--- config.mk ---
export PLATFORM = sky130hd
export DESIGN_NAME = decimator_ce_flat
export DESIGN_NICKNAME = d
export VERILOG_FILES = /design/src/rtl/decimator_ce_if.sv /design/src/rtl/decimator_ce.sv /design/src/flat_wrapper.sv
export SDC_FILE = /design/constraint.sdc
export NUM_CORES = 1
export LEC_CHECK = 0
export ABC_AREA = 1
export BUFFER_PORTS_ARGS = -buffer_cell sky130_fd_sc_hd__buf_2
export CELL_PAD_IN_SITES_DETAIL_PLACEMENT = 1
export CELL_PAD_IN_SITES_GLOBAL_PLACEMENT = 1
export CORE_MARGIN = 3
export CORE_UTILIZATION = 36
export DETAILED_ROUTE_END_ITERATION = 10
export HOLD_SLACK_MARGIN = 0.03
export PLACE_DENSITY_LB_ADDON = 0.3
export SYNTH_ARGS = -nofsm -noshare
export SYNTH_HDL_FRONTEND = slang
export SYNTH_SLANG_ARGS = --single-unit
--- constraint.sdc ---
create_clock -name clk -period 1.8 [get_ports clk]
set_clock_uncertainty 0.05 [all_clocks]
set_input_delay 0.09 -clock clk [delete_from_list [all_inputs] [get_ports clk]]
set_output_delay 0.09 -clock clk [all_outputs]
set_load 0.005 [all_outputs]
--- src/rtl/decimator_ce_if.sv ---
// Stream, configuration and debug signals of the decimator.
// master drives samples and config; slave is the decimator itself.
interface decimator_ce_if #(
    parameter int WIDTH    = 16,
    parameter int NCH      = 1,
    parameter int MAX_RATE = 64,
    localparam int RW      = $clog2(MAX_RATE + 1)
);
    // Handshake: the input side has no backpressure, so in_valid alone transfers
    // a sample. The output side transfers on the edge where out_valid && out_ready.
    logic [NCH*WIDTH-1:0] in_data;
    logic                 in_valid;
    logic [RW-1:0]        cfg_rate;
    logic [RW-1:0]        cfg_phase;
    logic                 cfg_load;
    logic [NCH*WIDTH-1:0] out_data;
    logic                 out_valid;
    logic                 out_ready;
    logic                 overrun;
    logic [RW-1:0]        dbg_cnt;
    logic [RW-1:0]        dbg_rate;
    logic [RW-1:0]        dbg_phase;

    modport master (
        output in_data, in_valid, cfg_rate, cfg_phase, cfg_load, out_ready,
        input  out_data, out_valid, overrun, dbg_cnt, dbg_rate, dbg_phase
    );

    modport slave (
        input  in_data, in_valid, cfg_rate, cfg_phase, cfg_load, out_ready,
        output out_data, out_valid, overrun, dbg_cnt, dbg_rate, dbg_phase
    );
endinterface

--- src/rtl/decimator_ce.sv ---
// Keeps one sample in every rate_q accepted inputs across NCH lockstep channels,
// presenting it as a registered valid/ready stream with a sticky overrun flag.
module decimator_ce #(
    parameter int WIDTH    = 16,
    parameter int NCH      = 1,
    parameter int MAX_RATE = 64,
    parameter int DEF_RATE = 4,
    localparam int RW      = $clog2(MAX_RATE + 1)
) (
    input logic           clk,
    input logic           rst,
    decimator_ce_if.slave bus
);
    localparam logic [RW-1:0] MAX_R = RW'(MAX_RATE);
    localparam logic [RW-1:0] DEF_R = RW'(DEF_RATE);
    localparam logic [RW-1:0] ONE   = RW'(1);

    logic [RW-1:0]        rate_q;
    logic [RW-1:0]        phase_q;
    logic [RW-1:0]        cnt;
    logic [NCH*WIDTH-1:0] data_q;
    logic                 valid_q;
    logic                 overrun_q;

    logic [RW-1:0] rate_san;
    logic [RW-1:0] phase_san;
    logic [RW-1:0] cnt_next;
    logic          capture;
    logic          consume;

    always_comb begin
        rate_san = bus.cfg_rate;
        if (bus.cfg_rate == '0) begin
            rate_san = ONE;
        end else if (bus.cfg_rate > MAX_R) begin
            rate_san = MAX_R;
        end
        phase_san = bus.cfg_phase;
        if (bus.cfg_phase >= rate_san) begin
            phase_san = rate_san - ONE;
        end
    end

    // cnt is always below rate_q (reset and load both zero it), so equality wraps it.
    always_comb begin
        cnt_next = cnt + ONE;
        if (cnt == rate_q - ONE) begin
            cnt_next = '0;
        end
        capture = bus.in_valid && (cnt == phase_q);
        consume = valid_q && bus.out_ready;
    end

    always_ff @(posedge clk or posedge rst) begin
        if (rst) begin
            rate_q    <= DEF_R;
            phase_q   <= '0;
            cnt       <= '0;
            data_q    <= '0;
            valid_q   <= 1'b0;
            overrun_q <= 1'b0;
        end else if (bus.cfg_load) begin
            // The sample presented with a load is dropped; data_q is left alone.
            rate_q    <= rate_san;
            phase_q   <= phase_san;
            cnt       <= '0;
            valid_q   <= 1'b0;
            overrun_q <= 1'b0;
        end else begin
            if (bus.in_valid) begin
                cnt <= cnt_next;
            end
            if (capture) begin
                data_q  <= bus.in_data;
                valid_q <= 1'b1;
                if (valid_q && !consume) begin
                    overrun_q <= 1'b1;
                end
            end else if (consume) begin
                valid_q <= 1'b0;
            end
        end
    end

    assign bus.out_data  = data_q;
    assign bus.out_valid = valid_q;
    assign bus.overrun   = overrun_q;
    assign bus.dbg_cnt   = cnt;
    assign bus.dbg_rate  = rate_q;
    assign bus.dbg_phase = phase_q;
endmodule
--- src/flat_wrapper.sv ---
// flat-port wrapper written by rule: the top's interface ports become plain ports
module decimator_ce_flat 
#(
    parameter int WIDTH    = 16,
    parameter int NCH      = 1,
    parameter int MAX_RATE = 64,
    parameter int DEF_RATE = 4,
    localparam int RW      = $clog2(MAX_RATE + 1)
)
  (clk, rst, bus_in_data, bus_in_valid, bus_cfg_rate, bus_cfg_phase, bus_cfg_load, bus_out_ready, bus_out_data, bus_out_valid, bus_overrun, bus_dbg_cnt, bus_dbg_rate, bus_dbg_phase);
  decimator_ce_if #(.WIDTH(WIDTH), .NCH(NCH), .MAX_RATE(MAX_RATE)) bus_i ();
  input logic clk;
  input logic rst;
  input wire logic [$bits(bus_i.in_data)-1:0] bus_in_data;
  input wire logic [$bits(bus_i.in_valid)-1:0] bus_in_valid;
  input wire logic [$bits(bus_i.cfg_rate)-1:0] bus_cfg_rate;
  input wire logic [$bits(bus_i.cfg_phase)-1:0] bus_cfg_phase;
  input wire logic [$bits(bus_i.cfg_load)-1:0] bus_cfg_load;
  input wire logic [$bits(bus_i.out_ready)-1:0] bus_out_ready;
  output wire logic [$bits(bus_i.out_data)-1:0] bus_out_data;
  output wire logic [$bits(bus_i.out_valid)-1:0] bus_out_valid;
  output wire logic [$bits(bus_i.overrun)-1:0] bus_overrun;
  output wire logic [$bits(bus_i.dbg_cnt)-1:0] bus_dbg_cnt;
  output wire logic [$bits(bus_i.dbg_rate)-1:0] bus_dbg_rate;
  output wire logic [$bits(bus_i.dbg_phase)-1:0] bus_dbg_phase;
  assign bus_i.in_data = bus_in_data;
  assign bus_i.in_valid = bus_in_valid;
  assign bus_i.cfg_rate = bus_cfg_rate;
  assign bus_i.cfg_phase = bus_cfg_phase;
  assign bus_i.cfg_load = bus_cfg_load;
  assign bus_i.out_ready = bus_out_ready;
  assign bus_out_data = bus_i.out_data;
  assign bus_out_valid = bus_i.out_valid;
  assign bus_overrun = bus_i.overrun;
  assign bus_dbg_cnt = bus_i.dbg_cnt;
  assign bus_dbg_rate = bus_i.dbg_rate;
  assign bus_dbg_phase = bus_i.dbg_phase;
  decimator_ce #(.WIDTH(WIDTH), .NCH(NCH), .MAX_RATE(MAX_RATE), .DEF_RATE(DEF_RATE)) u_core (.clk(clk), .rst(rst), .bus(bus_i));
endmodule
==> results of run 1 <==
[state kept, by name (all words and copies together), names as in the netlist]
signal                count
u_core.bus.dbg_cnt        7
u_core.bus.dbg_phase      7
u_core.bus.dbg_rate       7
u_core.bus.out_data      16
u_core.bus.out_valid      1
u_core.bus.overrun        1
[layout make-up]
cell class                 instances  share of cell area (%)
timing repair buffer             110                   22.05
sequential                        39                   30.40
clock buffer                       6                   2.255
inverter                          31                   3.616
tap                               75                   2.916
clock inverter                     2                  0.3888
multi-input combinational        247                   38.37
[cells in the mapped netlist, drive strengths merged]
library cell	n	area share, %
xor2	8	3.0
clkinv	1	0.16
ha	10	5.3
dfstp	1	1.1
o21ai	15	3.2
o22ai	2	0.53
a21oi	6	1.3
and2	1	0.26
xnor2	4	1.5
dfrtp	38	40
o211ai	1	0.32
nand3	45	9.5
nor3	5	1.1
buf	6	1.6
nand4	5	1.6
nand2	117	19
o21a	1	0.32
nor2	27	4.7
inv	30	4.8
clkbuf	5	0.85
[how the worst max path moves through the flow]
stage | cells past startpoint | slack [ns] | endpoint
floorplan | 14 | 0.16 | u_core.bus.dbg_cnt[0]
global placement | 13 | 0.07 | u_core.bus.dbg_cnt[6]
detailed placement | 13 | 0.0006 | u_core.bus.dbg_cnt[5]
CTS | 13 | 0.05 | u_core.bus.dbg_cnt[5]
global route | 13 | -0.02 | u_core.bus.dbg_cnt[5]
finish | 11 | 0.12 | u_core.bus.dbg_phase[3]
[critical path: cells and delay by family]
family                   cells  cell delay (ns)
AO/OA/AOI/OAI                1             0.13
AND/OR/NAND/NOR              6             0.48
buffers and inverters        3             0.81
adder cells (fa/ha/maj)      1             0.29
[routing by layer]
metal	up-vias	part of all wire, %	global-route usage, %
li1	1262	-	-
met1	1233	42	25.43
met2	48	52	39.54
met3	15	3.5	4.163
met4	0	2.3	7.392
met5	-	0	0
[repair_timing]
action / in CTS / in global routing
pin swaps: 0 / 2
endpoints found under the hold margin: 57 / 0
setup buffers: 0 / 1
gates resized for setup: 1 / 6
setup endpoints to repair: 6 / 12
hold buffers: 20 / 0
[cell families (layout without fill, tap and decap cells)]
| family | after synthesis | count (layout) |
|---|---|---|
| and+or+nand+nor | 200 | 200 |
| xor gates and xnor gates | 12 | 12 |
| DFF | 39 | 39 |
| adders and majority gates | 10 | 10 |
| AOI/OAI and AO/OA | 25 | 25 |
| buffers and inverters | 42 | 149 |
[where the power goes]
group / total (mW) / switching, mW / internal [mW] / leakage [nW]
Clock: 0.586 / 0.315 / 0.271 / 0.0412
Combinational: 0.776 / 0.420 / 0.356 / 1.27
Sequential: 1.15 / 0.124 / 1.03 / 0.509
Total: 2.51 / 0.859 / 1.65 / 1.82
==> flow_metrics.tcl, run 1 <==
set metrics [dict create \
    synthXorXnorAreaFrac_pct 4.440 \
    grt_max_degree 40 \
    synth.area.mux_share_pct 0 \
    reg2reg_slack_ns 0.16 \
    grt_pass1_wl_um 13100 \
    critPathMaxFanout 14 \
    finalCritPeriodShare_pct 93.49 \
    slowest_stage "dlygate4sd3_1" \
    ir_worst_vdd_v 0.0004933 \
    drive_gt1_share_pct 25.29 \
    final_nets 479 \
    clk_path_buf_depth 2 \
    syn_area_per_cell_um2 7.217 \
    tns_ns 0 \
    final_common_cell "nand2_1" \
    power.total_mw 2.512 \
    die_area_um2 7585 \
    hold_depth 3 \
    rows 28 \
    drc 0 \
    hold_viol 0 \
    die_y_um 87.09 \
    cts_sinks 39 \
    ys_warn_count 0 \
    r2r_end "u_core.bus.dbg_cnt[5]" \
    relSlewSlack_pct 66.26 \
    finalSetupViolCount 0 \
    overflow 0 \
    cts_buffers 5 \
    syn_to_final_growth_pct 35.94 \
    drv_cap 0 \
    fmaxAchievable_mhz 594.2 \
    report.final.slew_viol_count 0 \
    n_antenna_cell 0 \
    synthAdderAreaFrac_pct 5.285 \
    via_count 2558 \
    synth_compound_area_share_pct 5.603 \
    yosys_register_bits 39 \
    io_pins 74 \
    gp_routability_congestion 0.8359 \
    clk_pin_slew_worst_paths_ns 0.07 \
    synth_top_family_by_area "simple AND/OR/NAND/NOR gates" \
    drt_iter0_markers 54 \
    antenna_found_initial 0 \
    stdcell_area_um2 3218 \
    power_per_cell_area_nw_per_um2 780.5 \
    crit_required_ns 1.93 \
    critPathKind "in -> reg" \
    ctsHtreeMaxLevel 2 \
    first_pass_iters 4 \
    grt_pass1_vias 2798 \
    dp_cells 481 \
    r2r_start "u_core.bus.dbg_rate[0]" \
    syn-instance-count 328 \
    post-route-util_pct 52.49 \
    synth_nets 373 \
    root_buffer "clkbuf_8" \
    yosys.area_share.simple_pct 35.99 \
    critPathLaunchType "input port" \
    whs_endpoint "u_core.bus.dbg_phase[2]" \
    fp.dieW_um 87.09 \
    cts_tree "built" \
    min_period_ns 1.683 \
    final_cell_mix "nand2_1 (115), buf_2 (73), nand3_1 (45)" \
    holdCritStartpoint "bus_cfg_phase[2]" \
    grtUsageTotal_pct 21.76 \
    status "completed" \
    yosysSeqAreaShare_pct 41.28 \
    ff2ff_path_depth 13 \
    max_stage_delay_ns 0.53 \
    instances_no_fill 510 \
    pre_cts_slack_ns 0.0005638 \
    seq_area_um2 978.4 \
    num-fill-cells 829 \
    cpMostUsedCell "nand2_1" \
    crit_arrival_ns 1.81 \
    ant_nets 0 \
    hold_ws_ns 0.05381 \
    hpwlAfterDp_um 5668 \
    insertion_delay_ns 0.29 \
    cp-startpoint "bus_cfg_phase[1]" \
    placed_area_um2 2900 \
    initial_core_util_pct 38.61 \
    viasPerCell 5.016 \
    total_leakage_power_nw 1.819 \
    syn_area_um2 2367 \
    multiInputGateArea_um2 1235 \
    tightestPinTransition_ns 0.5062 \
    wire_per_inst_um 15.34 \
    critPathCaptureType "flop" \
    hold_class "in -> reg" \
    synth.distinct_cells 28 \
    core_um2 6131 \
    worstPathCellList "dlygate4sd3_1, buf_2, ha_1, nand2_1, o21ai_0, nand2_1, nand3_1, buf_6, nand3_1, nand2_1, nand2_1" \
    drt-total-wl_um 7821 \
    port_buffers 73 \
    fin_ws_ns 0.1172 \
]
(Power assumes the default switching activity.)
==> inputs of run 2 (changes only) <==
--- a/config.mk
+++ b/config.mk
@@ -14,6 +14,7 @@
 export DETAILED_ROUTE_END_ITERATION = 10
 export HOLD_SLACK_MARGIN = 0.03
 export PLACE_DENSITY_LB_ADDON = 0.3
+export RECOVER_POWER = 25
 export SYNTH_ARGS = -nofsm -noshare
 export SYNTH_HDL_FRONTEND = slang
 export SYNTH_SLANG_ARGS = --single-unit
==> run 2 against run 1 <==
Compared with the run above:
- cell count did not move
- via count decreased by 0.27%
- core utilization fell by 0.16 points
- sequential cell count unchanged
- highest routed layer unchanged
==> flow_metrics.tcl, run 2 (synthesized netlist as in run 1, its figures left out) <==
set metrics [dict create \
    ff2ff_path_depth 13 \
    largest_reg_flops 16 \
    cts_tree "built" \
    worstPathCellList "dlygate4sd3_1, buf_2, ha_1, nand2_1, o21ai_0, nand2_1, nand3_1, buf_6, nand3_1, nand2_1, nand2_1" \
    root_buffer "clkbuf_8" \
    final_common_cell "nand2_1" \
    grt_pass1_vias 2798 \
    wire_per_inst_um 15.31 \
    hold_depth 3 \
    antenna_found_initial 0 \
    syn_to_final_growth_pct 35.52 \
    path_buf_inv 3 \
    overflow 0 \
    io_pins 74 \
    finalCritPeriodShare_pct 92.63 \
    hpwlAfterDp_um 5668 \
    viasPerCell 5.002 \
    hold_class "in -> reg" \
    rows 28 \
    final_cell_mix "nand2_1 (115), buf_2 (73), nand3_1 (45)" \
    ctsHtreeMaxLevel 2 \
    slowest_stage "dlygate4sd3_1" \
    drive_gt1_share_pct 24.83 \
    power.total_mw 2.508 \
    initial_core_util_pct 38.61 \
    r2r_start "u_core.bus.dbg_rate[0]" \
    relSlewSlack_pct 34.13 \
    insertion_delay_ns 0.29 \
    first_pass_iters 4 \
    critical_path.endpoint "u_core.bus.dbg_phase[3]" \
    drc 0 \
    critPathMaxFanout 14 \
    path_depth 11 \
    gp_routability_congestion 0.8359 \
    drv_cap 0 \
    ir_worst_vdd_v 0.0004933 \
    status "completed" \
    cpMostUsedCell "nand2_1" \
    instances_no_fill 510 \
    crit_arrival_ns 1.80 \
    fmaxAchievable_mhz 599.8 \
    n_antenna_cell 0 \
    clk_pin_slew_worst_paths_ns 0.07 \
    tightestPinTransition_ns 0.9880 \
    die_y_um 87.09 \
    core_um2 6131 \
    critPathCaptureType "flop" \
    cp-startpoint "bus_cfg_phase[1]" \
    grt_pass1_wl_um 13100 \
    ant_nets 0 \
    grtUsageTotal_pct 21.76 \
    reg2reg_slack_ns 0.16 \
    min_period_ns 1.667 \
    r2r_end "u_core.bus.dbg_cnt[5]" \
    max_stage_delay_ns 0.53 \
    port_buffers 73 \
    drt_iter0_markers 53 \
    cts_sinks 39 \
    crit_required_ns 1.93 \
    fp.dieW_um 87.09 \
    grt_max_degree 40 \
    critPathKind "in -> reg" \
    report.final.slew_viol_count 0 \
    drt-total-wl_um 7807 \
    dp_cells 481 \
    crit_family "buffers and inverters" \
    die_area_um2 7585 \
    finalSetupViolCount 0 \
    via_count 2551 \
    power_per_cell_area_nw_per_um2 781.9 \
    hold_viol 0 \
    num-fill-cells 832 \
    total_leakage_power_nw 1.810 \
    cts_buffers 5 \
    critPathLaunchType "input port" \
    clk_path_buf_depth 2 \
    final_nets 479 \
]
-- run 2: worst register-to-register path, stage by stage (launching register included) --
cell and delay, ns:
dfrtp_1 0.40, inv_1 0.11, ha_4 0.16, inv_1 0.04
nand2_1 0.07, nand2_1 0.05, nand2_1 0.05, nand2_1 0.06
inv_1 0.05, nand3_1 0.07, nor2_1 0.13, nand2_2 0.13
nand3_1 0.09, nand2_1 0.06
-- run 2: through the flow --
step                worst slack, ns  cell area [um^2]  hold slack, ns  TNS [ns]  util [%]
detailed placement        0.0005638              2900          0.1929         0     47.31
CTS                         0.04939              3188         0.04872         0     52.00
global placement            0.07337              2900          0.1850         0     47.31
floorplan                    0.1603              2367          0.1849         0         -
finish                       0.1327              3208         0.05279         0     52.33
global route               -0.02385              3208         0.06215  -0.06108     52.33
-- run 2: worst min path at each step --
stage / start / end
finish: bus_cfg_phase[2] / u_core.bus.dbg_phase[2]
global route: bus_cfg_phase[2] / u_core.bus.dbg_phase[2]
CTS: bus_cfg_phase[2] / u_core.bus.dbg_phase[2]
detailed placement: rst / u_core.bus.out_data[3]
global placement: rst / u_core.bus.out_data[3]
floorplan: bus_cfg_phase[0] / u_core.bus.dbg_phase[0]
-- run 2: timing repair --
action | CTS | global route
endpoints found under the setup margin | 6 | 12
endpoints found under the hold margin | 57 | 0
setup buffers | 0 | 1
hold buffers | 20 | 0
pin swaps | 0 | 2
resized for setup | 1 | 6
-- run 2: power breakdown --
group / total [mW] / switching (mW) / internal [mW]
clock: 0.586 / 0.315 / 0.271
combinational: 0.772 / 0.420 / 0.352
sequential: 1.15 / 0.124 / 1.03
total: 2.51 / 0.859 / 1.65
-- run 2: metal layers --
| metal | part of all wire, % | global-route usage (%) | vias to the layer above | wire (um) |
|---|---|---|---|---|
| li1 | - | - | 1262 | - |
| met2 | 52 | 39.54 | 53 | 4049 |
| met1 | 42 | 25.43 | 1222 | 3289 |
| met3 | 3.8 | 4.163 | 14 | 293 |
| met5 | 0 | 0 | - | 0 |
| met4 | 2.2 | 7.392 | 0 | 174 |
-- run 2: final cells by class --
cell class / count / area, um^2 / area share, %
tap: 75 / 93.84 / 2.925
sequential: 39 / 978.4 / 30.50
timing repair buffer: 110 / 699.4 / 21.80
inverter: 31 / 116.4 / 3.627
clock inverter: 2 / 12.51 / 0.3900
clock buffer: 6 / 72.57 / 2.262
multi-input combinational: 247 / 1235 / 38.49
